===== src/rtl/counter_pkg.sv =====
// rtl/counter_pkg.sv - shared types, segment table and BCD helpers for the BCD counter
//
// Purpose : digit/segment types, active-low {g,f,e,d,c,b,a} decode table,
//           BCD <-> integer helpers used for limit compares and elaboration.
// Ports   : none (package).
package counter_pkg;

    typedef logic [3:0] bcd_digit_t;
    typedef logic [6:0] seg_t;

    localparam seg_t SEG_BLANK = 7'b1111111;

    localparam seg_t SEG_LUT [10] = '{
        7'b1000000,  // 0
        7'b1111001,  // 1
        7'b0100100,  // 2
        7'b0110000,  // 3
        7'b0011001,  // 4
        7'b0010010,  // 5
        7'b0000010,  // 6
        7'b1111000,  // 7
        7'b0000000,  // 8
        7'b0010000   // 9
    };

    // Up to six BCD digits, digit 0 in [3:0]; unused upper digits must be zero.
    function automatic int bcd_to_int(input logic [23:0] v);
        int acc;
        acc = 0;
        for (int i = 5; i >= 0; i--) begin
            acc = acc * 10 + int'(v[i*4 +: 4]);
        end
        return acc;
    endfunction

    function automatic logic [23:0] int_to_bcd(input int v);
        logic [23:0] r;
        int          rem;
        r   = '0;
        rem = v;
        for (int i = 0; i < 6; i++) begin
            r[i*4 +: 4] = 4'(rem % 10);
            rem         = rem / 10;
        end
        return r;
    endfunction

endpackage


===== src/rtl/bcd_to_7seg.sv =====
// rtl/bcd_to_7seg.sv - single BCD digit to active-low seven-segment decoder
//
// Purpose : combinational decode of one BCD digit; codes 10-15 or blank=1 show SEG_BLANK.
// Ports   : digit  in  4  BCD digit
//           blank  in  1  force all segments off
//           seg    out 7  active-low {g,f,e,d,c,b,a}
module bcd_to_7seg
    import counter_pkg::*;
(
    input  bcd_digit_t digit,
    input  logic       blank,
    output seg_t       seg
);

    always_comb begin
        seg = SEG_BLANK;
        if (!blank && (digit <= 4'd9)) begin
            seg = SEG_LUT[digit];
        end
    end

endmodule


===== src/rtl/bcd_updown_counter_7seg.sv =====
// rtl/bcd_updown_counter_7seg.sv - multi-digit BCD up/down counter with 7-seg outputs
//
// Purpose : DIGITS-digit BCD counter wrapping at MAX_COUNT, with direction, enable,
//           validated parallel load, registered wrap / load_err pulses and per-digit
//           active-low segment outputs decoded straight from the count register.
// Config  : `define LEADING_ZERO_BLANK_EN blanks zero digits above the highest
//           non-zero digit (digit 0 always shown); otherwise all digits decode.
// Ports   : clk       in   1         rising-edge clock
//           rst       in   1         asynchronous active-low reset
//           en        in   1         count enable
//           up        in   1         1 = up, 0 = down
//           load      in   1         parallel load strobe (beats en)
//           load_val  in   DIGITS*4  BCD load value, units in [3:0]
//           bcd       out  DIGITS*4  current count, units in [3:0]
//           segs      out  DIGITS*7  active-low segments, digit 0 in [6:0]
//           wrap      out  1         pulse the cycle after a wrap edge
//           load_err  out  1         pulse the cycle after a rejected load
module bcd_updown_counter_7seg
    import counter_pkg::*;
#(
    parameter int DIGITS    = 2,
    parameter int MAX_COUNT = 99
) (
    input  logic                clk,
    input  logic                rst,
    input  logic                en,
    input  logic                up,
    input  logic                load,
    input  logic [DIGITS*4-1:0] load_val,
    output logic [DIGITS*4-1:0] bcd,
    output logic [DIGITS*7-1:0] segs,
    output logic                wrap,
    output logic                load_err
);

    localparam int W = DIGITS * 4;

    if ((DIGITS < 1) || (DIGITS > 6) || (MAX_COUNT < 0) || (MAX_COUNT > 10**DIGITS - 1)) begin : g_bad_cfg
        $error("bcd_updown_counter_7seg: DIGITS must be 1..6 and MAX_COUNT <= 10**DIGITS-1");
    end

    localparam logic [23:0]  MAX_BCD_FULL = int_to_bcd(MAX_COUNT);
    localparam logic [W-1:0] MAX_BCD      = MAX_BCD_FULL[W-1:0];

    logic [W-1:0] bcd_q, bcd_d;
    logic         wrap_q, wrap_d;
    logic         load_err_q, load_err_d;

    logic [23:0]  cnt_pad, load_pad;
    int           cnt_val;
    logic         load_ok;
    logic [W-1:0] inc_val, dec_val;
    logic         inc_carry, dec_borrow;
    logic [DIGITS-1:0] blank;

    // Widen to the helper's fixed six-digit form so one compare function serves every DIGITS.
    always_comb begin
        cnt_pad           = '0;
        cnt_pad[W-1:0]    = bcd_q;
        load_pad          = '0;
        load_pad[W-1:0]   = load_val;
        cnt_val           = bcd_to_int(cnt_pad);
        load_ok           = 1'b1;
        for (int i = 0; i < DIGITS; i++) begin
            if (load_val[i*4 +: 4] > 4'd9) begin
                load_ok = 1'b0;
            end
        end
        if (bcd_to_int(load_pad) > MAX_COUNT) begin
            load_ok = 1'b0;
        end
    end

    // Decimal carry / borrow ripple: a digit only moves while every lower digit rolled over.
    always_comb begin
        inc_val    = bcd_q;
        dec_val    = bcd_q;
        inc_carry  = 1'b1;
        dec_borrow = 1'b1;
        for (int i = 0; i < DIGITS; i++) begin
            if (inc_carry) begin
                if (bcd_q[i*4 +: 4] == 4'd9) begin
                    inc_val[i*4 +: 4] = 4'd0;
                end else begin
                    inc_val[i*4 +: 4] = bcd_q[i*4 +: 4] + 4'd1;
                    inc_carry         = 1'b0;
                end
            end
            if (dec_borrow) begin
                if (bcd_q[i*4 +: 4] == 4'd0) begin
                    dec_val[i*4 +: 4] = 4'd9;
                end else begin
                    dec_val[i*4 +: 4] = bcd_q[i*4 +: 4] - 4'd1;
                    dec_borrow        = 1'b0;
                end
            end
        end
    end

    always_comb begin
        bcd_d      = bcd_q;
        wrap_d     = 1'b0;
        load_err_d = 1'b0;
        if (load) begin
            if (load_ok) begin
                bcd_d = load_val;
            end else begin
                load_err_d = 1'b1;
            end
        end else if (en) begin
            if (up) begin
                if (cnt_val >= MAX_COUNT) begin
                    bcd_d  = '0;
                    wrap_d = 1'b1;
                end else begin
                    bcd_d = inc_val;
                end
            end else begin
                if (cnt_val == 0) begin
                    bcd_d  = MAX_BCD;
                    wrap_d = 1'b1;
                end else begin
                    bcd_d = dec_val;
                end
            end
        end
    end

    always_ff @(posedge clk or negedge rst) begin
        if (!rst) begin
            bcd_q      <= '0;
            wrap_q     <= 1'b0;
            load_err_q <= 1'b0;
        end else begin
            bcd_q      <= bcd_d;
            wrap_q     <= wrap_d;
            load_err_q <= load_err_d;
        end
    end

`ifdef LEADING_ZERO_BLANK_EN
    logic seen_nz;
    always_comb begin
        blank   = '0;
        seen_nz = 1'b0;
        for (int i = DIGITS - 1; i >= 1; i--) begin
            if (bcd_q[i*4 +: 4] != 4'd0) begin
                seen_nz = 1'b1;
            end
            blank[i] = !seen_nz;
        end
    end
`else
    always_comb begin
        blank = '0;
    end
`endif

    for (genvar g = 0; g < DIGITS; g++) begin : g_seg
        bcd_to_7seg u_seg (
            .digit (bcd_q[g*4 +: 4]),
            .blank (blank[g]),
            .seg   (segs[g*7 +: 7])
        );
    end

    assign bcd      = bcd_q;
    assign wrap     = wrap_q;
    assign load_err = load_err_q;

endmodule


===== config.mk =====
export PLATFORM = sky130hd
export DESIGN_NAME = bcd_updown_counter_7seg
export DESIGN_NICKNAME = d
export VERILOG_FILES = /design/src/rtl/counter_pkg.sv /design/src/rtl/bcd_to_7seg.sv /design/src/rtl/bcd_updown_counter_7seg.sv
export SDC_FILE = /design/constraint.sdc
export NUM_CORES = 1
export LEC_CHECK = 0
export CORE_MARGIN = 10
export CORE_UTILIZATION = 56
export CTS_CLUSTER_DIAMETER = 30
export DETAILED_ROUTE_END_ITERATION = 10
export PLACE_DENSITY = 0.95
export SLEW_MARGIN = 20
export SYNTH_ARGS = -nofsm -noshare
export SYNTH_HDL_FRONTEND = slang
export SYNTH_SLANG_ARGS = --single-unit
export TNS_END_PERCENT = 10

===== constraint.sdc =====
create_clock -name clk -period 8.5 [get_ports clk]
set_input_delay 1.275 -clock clk [delete_from_list [all_inputs] [get_ports clk]]
set_output_delay 1.275 -clock clk [all_outputs]
set_load 0.005 [all_outputs]

* Word level (Yosys, flattened, before mapping)
Memory sizes are Yosys's and may differ from the RTL's.
Index checks and enable logic that the tools add are counted.
W data, S select, Z words.
** Cells by class
- $add $sub $neg :: 6
- Multipliers :: 2
- Div/mod/pow operators :: 0
- Magnitude comparators :: 8
- Equal/unequal tests :: 4
- Shift operators :: 0
- Multiplexer cells :: 30
- Bitwise operators :: 2
- Reduce and logical (&&, ||, !) cells :: 7
** Operators with widths (count)
- $mux W8 :: 6
- $mux W7 :: 6
- $logic_not A32 Y1 :: 1
- $mux W4 :: 6
- $add A8 B4 Y9 :: 2
- $mul A4 B3 Y7 const B :: 2
- $mux W1 :: 12
- $ge A5 B5 Y1 const B :: 2
- $not A4 Y5 :: 2
- $ge A9 B7 Y1 const B :: 1
- $gt A9 B7 Y1 const B :: 1
- $add A4 B1 Y4 const B :: 2
- $eq A4 B4 Y1 const B :: 2
- $gt A4 B4 Y1 const B :: 2
- $le A4 B4 Y1 const B :: 2
- $logic_not A4 Y1 :: 2
- $sub A4 B1 Y4 const B :: 2
- $ne A4 B1 Y1 const B :: 1
- $reduce_and A4 Y1 :: 1
- $reduce_bool A4 Y1 :: 1
- $ne A2 B1 Y1 const B :: 1
- $reduce_and A2 Y1 :: 1
- $reduce_bool A2 Y1 :: 1
** Storage, ports and cells
- Register bits :: 10
- Latch bits :: 0
- Bits in writable memories :: 0
- ROM bits :: 224
- Logic and storage cells :: 65
- Memories kept :: 2
** Memory list
- (no name shown) :: depth 16, width 7, rd ports 1, clocked after memory_dff 0, write ports 0, line bcd_to_7seg.sv:18 : seg = SEG_LUT[digit];
- (no name shown) :: depth 16, width 7, rd ports 1, clocked after memory_dff 0, write ports 0, line bcd_to_7seg.sv:18

* Logic depth before layout (Yosys ltp)
- Word-level depth :: 7
- Mapped depth :: 12
- Depth with buffers taken out :: 11

* Hierarchy
Synthesis repeated with hierarchy kept, for this count alone.
** Second synthesis, totals
- Cells, all modules :: 248
- Area total of the unflattened synthesis :: 1983.2 um^2
** By module, submodules not included
- bcd_updown_counter_7seg :: times used 1, cells an instance 190, area an instance 1562.7 um^2
- bcd_to_7seg :: times used 2, cells an instance 29, area an instance 210.2 um^2

* Worst setup path after synthesis
No wires, ideal clock.
- Kind :: input-to-reg
- Start point :: in load_val[5]
- End point :: reg bcd_q[4], in the netlist bcd[4]
- Data arrival time :: 3928 ps
- Required time :: 8375 ps
- Path slack :: 4447 ps
- Stages on the path :: 12
- Path buffers :: 1
- Cells stage by stage :: ha_1 > ha_1 > inv_1 > fa_1 > nor2b_1 > o2111ai_1 > a2bb2oi_1 > a211oi_1 > and4_1 > clkbuf_1 > a21o_1 > mux2_2
** On the way
- Cells in the longest elaborated chain, start to end :: 6
- Elaborated cells between the ends (all ways) :: 8
- Classes of those cells :: add/sub (1); mul (1); order compare (2); eq/ne (1); mux (2); reduce/logical (1)
** Ends and longest elaborated chain
- from (decl) :: line bcd_updown_counter_7seg.sv:29 : input logic [DIGITS*4-1:0] load_val,
- $mul A4 B3 Y7 :: line counter_pkg.sv:31 : acc = acc * 10 + int'(v[i*4 +: 4]);
- $add A8 B4 Y9 :: line counter_pkg.sv:31
- $gt A9 B7 Y1 :: line bcd_updown_counter_7seg.sv:69 : if (bcd_to_int(load_pad) > MAX_COUNT) begin
- $mux W1 (*) :: line bcd_updown_counter_7seg.sv:69
- $ne A2 B1 Y1 (no source line) (*)
- $reduce_and A4 Y1 (no source line) (*)
- to (signal assigned) :: line bcd_updown_counter_7seg.sv:131 : bcd_q <= '0;
- to (signal assigned) :: line bcd_updown_counter_7seg.sv:135 : bcd_q <= bcd_d;
- to (decl) :: line bcd_updown_counter_7seg.sv:45 : logic [W-1:0] bcd_q, bcd_d;
Every way passes the cells marked *; elsewhere a longest branch is shown, timed or not.
A chain may end at the register's enable or synchronous reset.

* Worst setup path after layout
Same ends and word-level chain as after synthesis.

==> out/metrics.csv <==
stage,metric,value,unit
floorplanning,die_w,76.4,um
pwr,clkPwrFrac,0.039,
cts,cts_buffers,3,
layout,final_cells,308,
drt,vias_per_cell,6.14,
timing,holdWs,0.741,ns
yosys,yosys_warnings,0,
yosys,ys_seq_area_frac,0.140,
drt,ant_nets,0,
timing,slew_headroom,0.567,
yosys,ys_types,56,
layout,fin_nets,305,
critical_path,cpLargestDelayFamily,adder cells,
yosys,synth-xor-area-share,0.0295,
critical_path,cp_max_fo,9,
pwr,p_per_area,372,nW/um2
global_route,grt_max_degree,23,
timing,worst_pin_slew,0.648,ns
layout,nFillCells,268,
yosys,synth.area.mux_share,0.0442,
cts,clockBufferDepth,2,
drt,wire_per_inst,15.7,um
critical_path,reg2reg_from,bcd[7],
yosys,netlist_area,1780,um2
layout,n_antenna_cell,0,
pwr,switching_share,0.487,
critical_path,cp.depth,12,
cts,clkLatencyLatePin,0.26,ns
layout,layout_commonest_cell,clkdlybuf4s50_1,
yosys,synthArstFlopShare,1.00,
pwr,p_int,0.416,mW
drt,drt-initial-drc-count,197,
layout,final_cell_mix,"clkdlybuf4s50_1, nor2_1, ha_1",
layout,drive_gt1_frac,0.0417,
critical_path,worstRegToRegCells,10,
placed_design,dp_slack,3.71,ns
placed_design,place_area,2160,um2
drt,drc,0,
yosys,synth-seq-cells,10,
floorplanning,start_util,0.584,
floorplanning,die_h,76.4,um
critical_path,cp.required,8.65,ns
timing,slew_violations,0,
critical_path,path_cells,clkdlybuf4s50_1 -> ha_1 -> ha_1 -> inv_1 -> fa_1 -> nor2b_1 -> o2111ai_1 -> a2bb2oi_1 -> a211oi_1 -> and4_1 -> a21o_1 -> mux2_2,
cts,root_buffer,clkbuf_4,
critical_path,crit-reg2reg-capture,bcd[4],
pwr,power.switching,0.395,mW
pwr,power_frac_comb,0.802,
floorplanning,rows,20,
global_route,grt_use_total,0.160,
floorplanning,io_pins,37,
min_path,holdPathStages,1,
placed_design,io_buffer_count,36,
timing,rsz0062_at_grt,false,
layout,syn2layout_area_growth,22.5,%
timing,fin_ws,3.94,ns
timing,tns,0,ns
yosys,synth_cells,235,
drt,vias,1892,
cts,cts_resized,0,
critical_path,critPathMaxStageDelay,0.51,ns
yosys,yosys_most_used_dff,dfrtp_1,
drt,drt_first_pass_iters,4,
cts,cts_sinks,10,
min_path,hold_end,bcd[3],
cts,cts_max_level,1,
timing,min_period,4.56,ns
pwr,power_frac_seq,0.159,
global_route,grt_pass1_vias,1768,
critical_path,cp_common_cell,ha_1,
timing,worst_clock_skew,0.00310,ns
global_route,grt_pass1_wl,8320,um
critical_path,critPathLaunchType,primary input,
floorplanning,coreArea,3050,um2
critical_path,r2r_slack,4.58,ns
yosys,synth_fp_nets,274,
critical_path,cp_data_arrival_time,4.71,ns
pwr,ir_drop,183,uV
cts,hold_buffers,0,
timing,period_share,0.536,
yosys,synth-adder-area-share,0.199,
run_status,status,finished clean,
cts,postCtsSetupBuffers,0,
yosys,synth_compound_area_frac,0.304,
yosys,synth-simple-area-share,0.218,
layout,design_area,2180,um2
placed_design,routabilityCongestion,0.867,
timing,hold_viol,0,
global_route,overflow,0,
job,drv_cap,0,
cts,cts_tree,built,
yosys,avgSynthCellArea,7.59,um2
placed_design,dp_hpwl,3910,um
global_route,antenna_found_initial,0,
min_path,min_from,bcd[3],
floorplanning,die_area,5840,um2
cts,clk_pin_slew,0.06,ns
yosys,synth-edff-count,0,
pwr,p_leak,0.999,nW
placed_design,placedCellCount,305,
critical_path,setup.worst_path.end_class,register,
yosys,synth_top_family_by_area,compound AO/OA/AOI/OAI gates,
timing,fmax,219,MHz
timing,setup_viol,0,
min_path,hold_class,reg -> reg,
critical_path,critical_path_class,in -> reg,
critical_path,path_buf_inv,2,
critical_path,cp_slowest_cell,clkdlybuf4s50_1,
drt,wirelength,4850,um
[flip-flops by register name (all words and copies together), names as in the netlist]
signal and count:
bcd 8, load_err 1, wrap 1
[worst register-to-register path: stages (launching register included)]
cell and delay, ns:
dfrtp_1 0.65, ha_1 0.33, ha_1 0.24, fa_1 0.53, or4_1 0.42, a211o_1 0.29, a211o_1 0.37, and2_4 0.21
a21oi_1 0.17, a21o_1 0.23, mux2_2 0.35
[layer usage]
layer,vias to the layer above,part of all wire,track usage
met5,-,0,0
met4,0,0.012,0.0167
met3,8,0.075,0.0425
met2,71,0.49,0.270
met1,891,0.42,0.203
li1,922,-,-
[synth_stat cells, drive strengths merged, types with 2 or more instances]
cell type  instances  area [um2]
ha                22         275
nor2              22        82.6
inv               21        78.8
a21oi             20         100
nand2             17        63.8
o21ai             13        65.1
dfrtp             10         250
a21o               9        67.6
clkbuf             9        33.8
nor3               9        45.0
nor2b              7        43.8
xnor2              5        43.8
a31oi              4        25.0
and3               4        25.0
fa                 4        80.1
mux2               4        48.8
a211o              3        26.3
a211oi             3        22.5
mux2i              3        30.0
nand2b             3        18.8
a221o              2        20.0
a41o               2        20.0
and2               2        15.0
and4               2        17.5
nand3              2        10.0
o2111ai            2        17.5
o221ai             2        17.5
o2bb2ai            2        17.5
or2                2        12.5
[worst max path at each step]
stage	slack, ns	startpoint	endpoint
3_5_place_dp	3.71	load_val[5]	bcd[4]
6_report	3.94	load_val[5]	bcd[4]
3_3_place_gp	3.85	load_val[7]	bcd[4]
5_1_grt	3.83	load_val[5]	bcd[6]
2_1_floorplan	4.45	load_val[5]	bcd[4]
4_1_cts	3.99	load_val[5]	bcd[4]
[cell families after synthesis]
logic type / count (synthesis)
fa+ha+maj: 26
xor+xnor: 6
compound gates: 78
simple gates: 77
mux: 7
flops: 10
buf+inv: 31
[final cells by class]
type                    instances  area (um2)  area share
clock buffers                   3        22.5      0.0103
multi-input cells             194        1420       0.649
flip-flops and latches         10         250       0.115
well taps                      44        55.1      0.0252
inverters                      21        78.8      0.0361
repair buffers                 36         360       0.165
[power groups by stage]
stage               Combinational [mW]  Sequential [mW]  Clock (mW)
floorplan                        0.426           0.0979           0
global placement                 0.631            0.128           0
detailed placement               0.647            0.128           0
CTS                              0.650            0.128      0.0314
global route                     0.724            0.136      0.0358
finish                           0.651            0.129      0.0315
[metrics by stage]
step | power, mW | util
after global placement | 0.759 | 0.708
after detailed placement | 0.775 | 0.708
after CTS | 0.809 | 0.715
final | 0.811 | 0.715
after floorplan | 0.523 | -
after global routing | 0.895 | 0.715
Power figures use the tool's default switching activity.
